**src/rtl/prog_host_pkg.sv**
```systemverilog
// Shared types and default parameters for the prog_host run-handshake initiator.
package prog_host_pkg;

  typedef enum logic [2:0] {
    ST_IDLE,
    ST_REQ,
    ST_BLANK,
    ST_RUN,
    ST_DONE
  } host_state_t;

  localparam int NPROG_D   = 3;
  localparam int CW_D      = 16;
  localparam int TIMEOUT_D = 20000;
  localparam int BLANK_D   = 2;

  // Width of the program index; never narrower than one bit.
  function automatic int sel_width(input int nprog);
    return (nprog > 1) ? $clog2(nprog) : 1;
  endfunction

endpackage

```
**src/rtl/prog_host_run_timer.sv**
```systemverilog
// Up-counter with synchronous clear, count enable and a fixed terminal-count compare.
module run_timer #(
  parameter int            CW   = 16,
  parameter logic [CW-1:0] TERM = '0
) (
  input  logic          clk,
  input  logic          reset,
  input  logic          clear,
  input  logic          en,
  output logic [CW-1:0] count,
  output logic          tc
);

  // Count register: clear wins over enable so a new phase always starts at zero.
  always_ff @(posedge clk) begin
    if (reset || clear) begin
      count <= '0;
    end else if (en) begin
      count <= count + 1'b1;
    end
  end

  assign tc = (count == TERM);

endmodule

```
**src/rtl/prog_host.sv**
```systemverilog
// Launches NPROG programs on the core one after another, timing each run and flagging timeouts.
module prog_host
  import prog_host_pkg::*;
#(
  parameter int NPROG   = NPROG_D,
  parameter int CW      = CW_D,
  parameter int TIMEOUT = TIMEOUT_D,
  parameter int BLANK   = BLANK_D
) (
  input  logic                        clk,
  input  logic                        reset,
  input  logic                        start,
  input  logic                        ack,
  output logic                        req,
  output logic [sel_width(NPROG)-1:0] prog_sel,
  output logic                        busy,
  output logic                        cyc_valid,
  output logic [CW-1:0]               cycles,
  output logic                        done,
  output logic                        timeout_err
);

  localparam int            SW   = sel_width(NPROG);
  localparam logic [SW-1:0] LAST = SW'(NPROG - 1);

  host_state_t   state_q;
  host_state_t   next_state;
  logic [SW-1:0] cur_idx;
  logic          launch;
  logic          capture;
  logic          timed_out;
  logic          blank_clr;
  logic          blank_en;
  logic          blank_tc;
  logic          run_clr;
  logic          run_en;
  logic          run_tc;
  logic [CW-1:0] run_count;
  // BLANK only needs the terminal count; the raw count is not used.
  logic [CW-1:0] blank_count_unused;

  run_timer #(
    .CW  (CW),
    .TERM(CW'(BLANK - 1))
  ) u_blank_timer (
    .clk  (clk),
    .reset(reset),
    .clear(blank_clr),
    .en   (blank_en),
    .count(blank_count_unused),
    .tc   (blank_tc)
  );

  run_timer #(
    .CW  (CW),
    .TERM(CW'(TIMEOUT))
  ) u_run_timer (
    .clk  (clk),
    .reset(reset),
    .clear(run_clr),
    .en   (run_en),
    .count(run_count),
    .tc   (run_tc)
  );

  // State register.
  always_ff @(posedge clk) begin
    if (reset) begin
      state_q <= ST_IDLE;
    end else begin
      state_q <= next_state;
    end
  end

  // Next state and per-cycle control strobes; ack beats the timeout on the terminal cycle.
  always_comb begin
    next_state = state_q;
    launch     = 1'b0;
    capture    = 1'b0;
    timed_out  = 1'b0;
    blank_clr  = 1'b1;
    blank_en   = 1'b0;
    run_clr    = 1'b1;
    run_en     = 1'b0;
    unique case (state_q)
      ST_IDLE, ST_DONE: begin
        if (start) begin
          next_state = ST_REQ;
          launch     = 1'b1;
        end
      end
      ST_REQ: begin
        next_state = ST_BLANK;
      end
      ST_BLANK: begin
        blank_clr = 1'b0;
        blank_en  = 1'b1;
        if (blank_tc) begin
          next_state = ST_RUN;
        end
      end
      ST_RUN: begin
        run_clr = 1'b0;
        if (ack) begin
          capture    = 1'b1;
          next_state = (cur_idx == LAST) ? ST_DONE : ST_REQ;
        end else if (run_tc) begin
          capture    = 1'b1;
          timed_out  = 1'b1;
          next_state = ST_DONE;
        end else begin
          run_en = 1'b1;
        end
      end
      default: begin
        next_state = ST_IDLE;
      end
    endcase
  end

  // Registered outputs, program index and result capture; prog_sel lags cur_idx by one cycle so it names the finished program while cyc_valid is high.
  always_ff @(posedge clk) begin
    if (reset) begin
      req         <= 1'b0;
      busy        <= 1'b0;
      done        <= 1'b0;
      cyc_valid   <= 1'b0;
      timeout_err <= 1'b0;
      prog_sel    <= '0;
      cur_idx     <= '0;
      cycles      <= '0;
    end else begin
      req       <= (next_state == ST_REQ);
      busy      <= (next_state inside {ST_REQ, ST_BLANK, ST_RUN});
      done      <= (next_state == ST_DONE);
      cyc_valid <= capture;
      prog_sel  <= launch ? '0 : cur_idx;
      if (launch) begin
        cur_idx <= '0;
      end else if (capture && next_state == ST_REQ) begin
        cur_idx <= cur_idx + 1'b1;
      end
      if (capture) begin
        cycles <= timed_out ? CW'(TIMEOUT) : run_count;
      end
      if (launch) begin
        timeout_err <= 1'b0;
      end else if (timed_out) begin
        timeout_err <= 1'b1;
      end
    end
  end

endmodule

```
**config.mk**
```make
export PLATFORM = sky130hd
export DESIGN_NAME = prog_host
export DESIGN_NICKNAME = d
export VERILOG_FILES = /design/src/rtl/prog_host_pkg.sv /design/src/rtl/prog_host_run_timer.sv /design/src/rtl/prog_host.sv
export SDC_FILE = /design/constraint.sdc
export NUM_CORES = 1
export LEC_CHECK = 0
export BUFFER_PORTS_ARGS = -buffer_cell sky130_fd_sc_hd__buf_4
export CORE_MARGIN = 3
export CORE_UTILIZATION = 54
export DETAILED_ROUTE_END_ITERATION = 10
export PLACE_DENSITY = 0.77
export SYNTH_ARGS = -nofsm -noshare
export SYNTH_HDL_FRONTEND = slang
export SYNTH_HIERARCHICAL = 1
export SYNTH_SLANG_ARGS = --single-unit
```
**constraint.sdc**
```tcl
create_clock -name clk -period 5.6 [get_ports clk]
set_input_delay 0.56 -clock clk [delete_from_list [all_inputs] [get_ports clk]]
set_output_delay 0.56 -clock clk [all_outputs]
set_load 0.02 [all_outputs]
```
==> insert_results.sql <==
INSERT INTO impl_metrics (metric_group, metric, value, unit) VALUES
('status', 'status', 'completed', ''),
('global_route', 'grt_util_all_layers', '19.4', '%'),
('drt', 'first_pass_iters', '4', ''),
('timing', 'min_period', '2680', 'ps'),
('floorplan', 'design.core.area', '4820', 'sq um'),
('worst_setup_path', 'critPathRequiredTime', '5820', 'ps'),
('synth', 'synth_cell_type_count', '50', ''),
('synth', 'yosysSeqAreaShare', '43.5', '%'),
('global_route', 'grt_first_pass_wirelength', '9240', 'microns'),
('cells_and_area', 'finish.utilization', '64.1', '%'),
('clock_network', 'post_cts.repair.setup_buffers', '0', ''),
('timing', 'timing.slew.headroom', '44.9', '%'),
('worst_setup_path', 'crit_fanout', '17', ''),
('timing', 'final.setup_skew', '9.05', 'ps'),
('drt', 'drt-vias-per-instance', '5.49', ''),
('global_route', 'largest_net_degree_at_the_start_of_global_routing', '31', ''),
('drt', 'postRouteAntennaNets', '0', ''),
('floorplan', 'floorplan.initialDensity', '57.3', '%'),
('synth', 'ys_seq_elements', '60', ''),
('cells_and_area', 'antenna_cells_inserted', '0', ''),
('synth', 'postSynth.asyncResetShare', '0', '%'),
('clock_network', 'cts_num_sinks', '60', ''),
('drt', 'route.detailed.drc', '0', ''),
('worst_setup_path', 'start_kind', 'flip-flop', ''),
('synth', 'synth.avg_cell_area', '9.29', 'sq um'),
('pwr', 'internal-power', '0.000681', 'W'),
('floorplan', 'fp.dieArea', '6010', 'sq um'),
('global_route', 'gr-total-overflow', '0', ''),
('timing', 'setup_tns', '0', 'ps'),
('pwr', 'p_clk_share', '45.9', '%'),
('pwr', 'p_leak', '1.19', 'nW'),
('floorplan', 'die_h', '77.5', 'microns'),
('timing', 'layout_worst_path_cycle_share', '47.9', '%'),
('synth', 'edff_count_synth', '0', ''),
('timing', 'timing.final.setup_violations', '0', ''),
('place', 'place.detailed.hpwl', '3720', 'microns'),
('timing', 'rsz_0062_raised_after_global_routing', 'false', ''),
('global_route', 'antenna_violations_before_repair', '0', ''),
('floorplan', 'floorplan.die.width', '77.5', 'microns'),
('timing', 'fmax', '373', 'MHz'),
('pwr', 'powerDensity', '278', 'nW/um^2'),
('drt', 'routed-via-count', '2114', ''),
('timing', 'slew_violations', '0', ''),
('worst_setup_path', 'cp_num_buf_inv', '1', ''),
('pwr', 'report.power.total', '0.000859', 'W'),
('cells_and_area', 'num-nets-final', '323', ''),
('timing', 'finalHoldViolations', '0', ''),
('cells_and_area', 'final_cell_mix', 'sky130_fd_sc_hd__dfxtp_1, sky130_fd_sc_hd__nor2_1, sky130_fd_sc_hd__nand2_1', ''),
('clock_network', 'clock_tree_from_tritoncts', 'built', ''),
('synth', 'ys_warns', '6', ''),
('pwr', 'sw_power', '0.000178', 'W'),
('cells_and_area', 'area.growth.synth_to_final', '11.9', '%'),
('job', 'drv.max_cap_violation_count', '0', ''),
('pwr', 'switching_share', '20.7', '%'),
('pwr', 'worst_ir_drop_vdd', '0.000206', 'V'),
('worst_setup_path', 'endpoint_kind', 'flip-flop', ''),
('cells_and_area', 'final_common_cell', 'sky130_fd_sc_hd__dfxtp_1', ''),
('clock_network', 'cts_inserted_buffers', '9', ''),
('drt', 'routedWlPerCell', '13.5', 'microns'),
('timing', 'worst_pin_slew', '825', 'ps'),
('synth', 'post_synth_instance_area', '2760', 'sq um'),
('worst_setup_path', 'timing.setup.critical_path_class', 'reg2reg', ''),
('pwr', 'sequentialPowerShare', '50.5', '%'),
('floorplan', 'floorplan.rows', '25', ''),
('worst_setup_path', 'slowest_delay', '570', 'ps'),
('drt', 'violation_count_after_the_first_detailed_route_iteration', '125', ''),
('worst_setup_path', 'critical_path.top_delay_family', 'simple AND/OR/NAND/NOR gates', ''),
('clock_network', 'cts_hold_repair.buffers', '0', ''),
('place', 'buffers_on_ports', '26', ''),
('drt', 'routed_wirelength', '5190', 'microns'),
('worst_setup_path', 'cp_cell_instances', 'and3b_1 -> inv_1 -> nor2_1 -> nand4_4 -> nor3_4 -> a31oi_1 -> a41o_1', '');
registers in the layout, summed over array words and instances, names as in the netlist:
signal and cells:
busy 1, timeout_err 1, cyc_valid 1, u_run_timer/count 16
cur_idx 2, req 1, u_blank_timer/count 16, cycles 16
prog_sel 2, done 1, state_q 3
per-stage QoR:
stage          instance area [sq um]  cells  hold WS (ps)  setup WS, ps
2_1_floorplan                   2760    297           450          3540
3_3_place_gp                    2890    370           450          3110
3_5_place_dp                    2890    370           454          2940
4_1_cts                         3090    385           466          2950
5_1_grt                         3090    385           477          2590
6_report                        3090    385           462          2920
synth_stat cells (2+ instances only):
master,count,area share (%)
sky130_fd_sc_hd__nand2_1,27,3.7
sky130_fd_sc_hd__or3_1,7,1.6
sky130_fd_sc_hd__a211oi_1,2,0.54
sky130_fd_sc_hd__buf_2,3,0.54
sky130_fd_sc_hd__and3_1,5,1.1
sky130_fd_sc_hd__nand4_1,22,5.0
sky130_fd_sc_hd__buf_6,5,2.0
sky130_fd_sc_hd__nand3_1,4,0.73
sky130_fd_sc_hd__a21oi_1,7,1.3
sky130_fd_sc_hd__o21ai_1,3,0.54
sky130_fd_sc_hd__a41o_1,2,0.73
sky130_fd_sc_hd__xor2_1,16,5.1
sky130_fd_sc_hd__nor3_1,7,1.3
sky130_fd_sc_hd__mux2i_1,3,1.1
sky130_fd_sc_hd__nor2_1,34,4.6
sky130_fd_sc_hd__dfxtp_1,60,44
sky130_fd_sc_hd__o21ai_2,10,3.2
sky130_fd_sc_hd__nor4b_1,2,0.63
sky130_fd_sc_hd__inv_1,9,1.2
sky130_fd_sc_hd__and2_1,3,0.68
sky130_fd_sc_hd__ha_1,5,2.3
sky130_fd_sc_hd__clkbuf_1,9,1.2
sky130_fd_sc_hd__buf_12,2,1.5
sky130_fd_sc_hd__a31oi_1,3,0.68
sky130_fd_sc_hd__xnor2_1,6,1.9
sky130_fd_sc_hd__o221a_2,5,2.0
sky130_fd_sc_hd__and4_1,5,1.6
sky130_fd_sc_hd__nor4_1,3,0.68
sky130_fd_sc_hd__or2_2,2,0.45
sky130_fd_sc_hd__o21ai_0,6,1.1
cells by family (layout without fill, tap and decap cells):
logic type | count (synthesis) | after routing | share of synthesized area [%]
compound gates | 42 | 42 | 11.3
xor+xnor | 22 | 22 | 6.98
fa+ha+maj | 5 | 5 | 2.27
buf+inv | 29 | 50 | 6.75
flops | 60 | 60 | 43.5
mux | 3 | 3 | 1.09
simple gates | 136 | 136 | 28.1
per-layer routing:
layer	vias up	share of wire (%)	GRT usage (%)
li1	1091	-	-
met1	994	47	24.2
met2	23	48	30.8
met3	6	3.1	6.50
met4	0	1.5	8.01
met5	-	0	0
power groups by stage:
stage / logic [W] / clock network [W] / registers [W]
2_1_floorplan: 0.0000250 / 0 / 0.000443
6_report: 0.0000307 / 0.000394 / 0.000434
3_3_place_gp: 0.0000305 / 0 / 0.000443
5_1_grt: 0.0000345 / 0.000426 / 0.000434
4_1_cts: 0.0000309 / 0.000403 / 0.000434
3_5_place_dp: 0.0000307 / 0 / 0.000443
final cells by class:
| type | count | area, sq um |
|---|---|---|
| clock buffers | 14 | 173 |
| clock inverters | 1 | 30.0 |
| fillers | 441 | 1730 |
| inverters | 9 | 33.8 |
| multi-input cells | 208 | 1370 |
| flip-flops and latches | 60 | 1200 |
| well taps | 67 | 83.8 |
| repair buffers | 26 | 195 |
tightest hold or removal path, stage by stage (launching register included):
cell and delay, ps:
sky130_fd_sc_hd__dfxtp_1 310, sky130_fd_sc_hd__nand2_1 70, sky130_fd_sc_hd__o21ai_2 50
path summary, 6_finish.rpt:
path	from	to	slack [ps]	depth (start not counted)
hold / removal	cycles[7]	cycles[7]	460	2
hold reg to reg	cycles[7]	cycles[7]	460	2
setup reg to reg	state_q[1]	u_run_timer/count[13]	2920	7
setup / recovery	state_q[1]	u_run_timer/count[13]	2920	7
(Power assumes the default switching activity.)
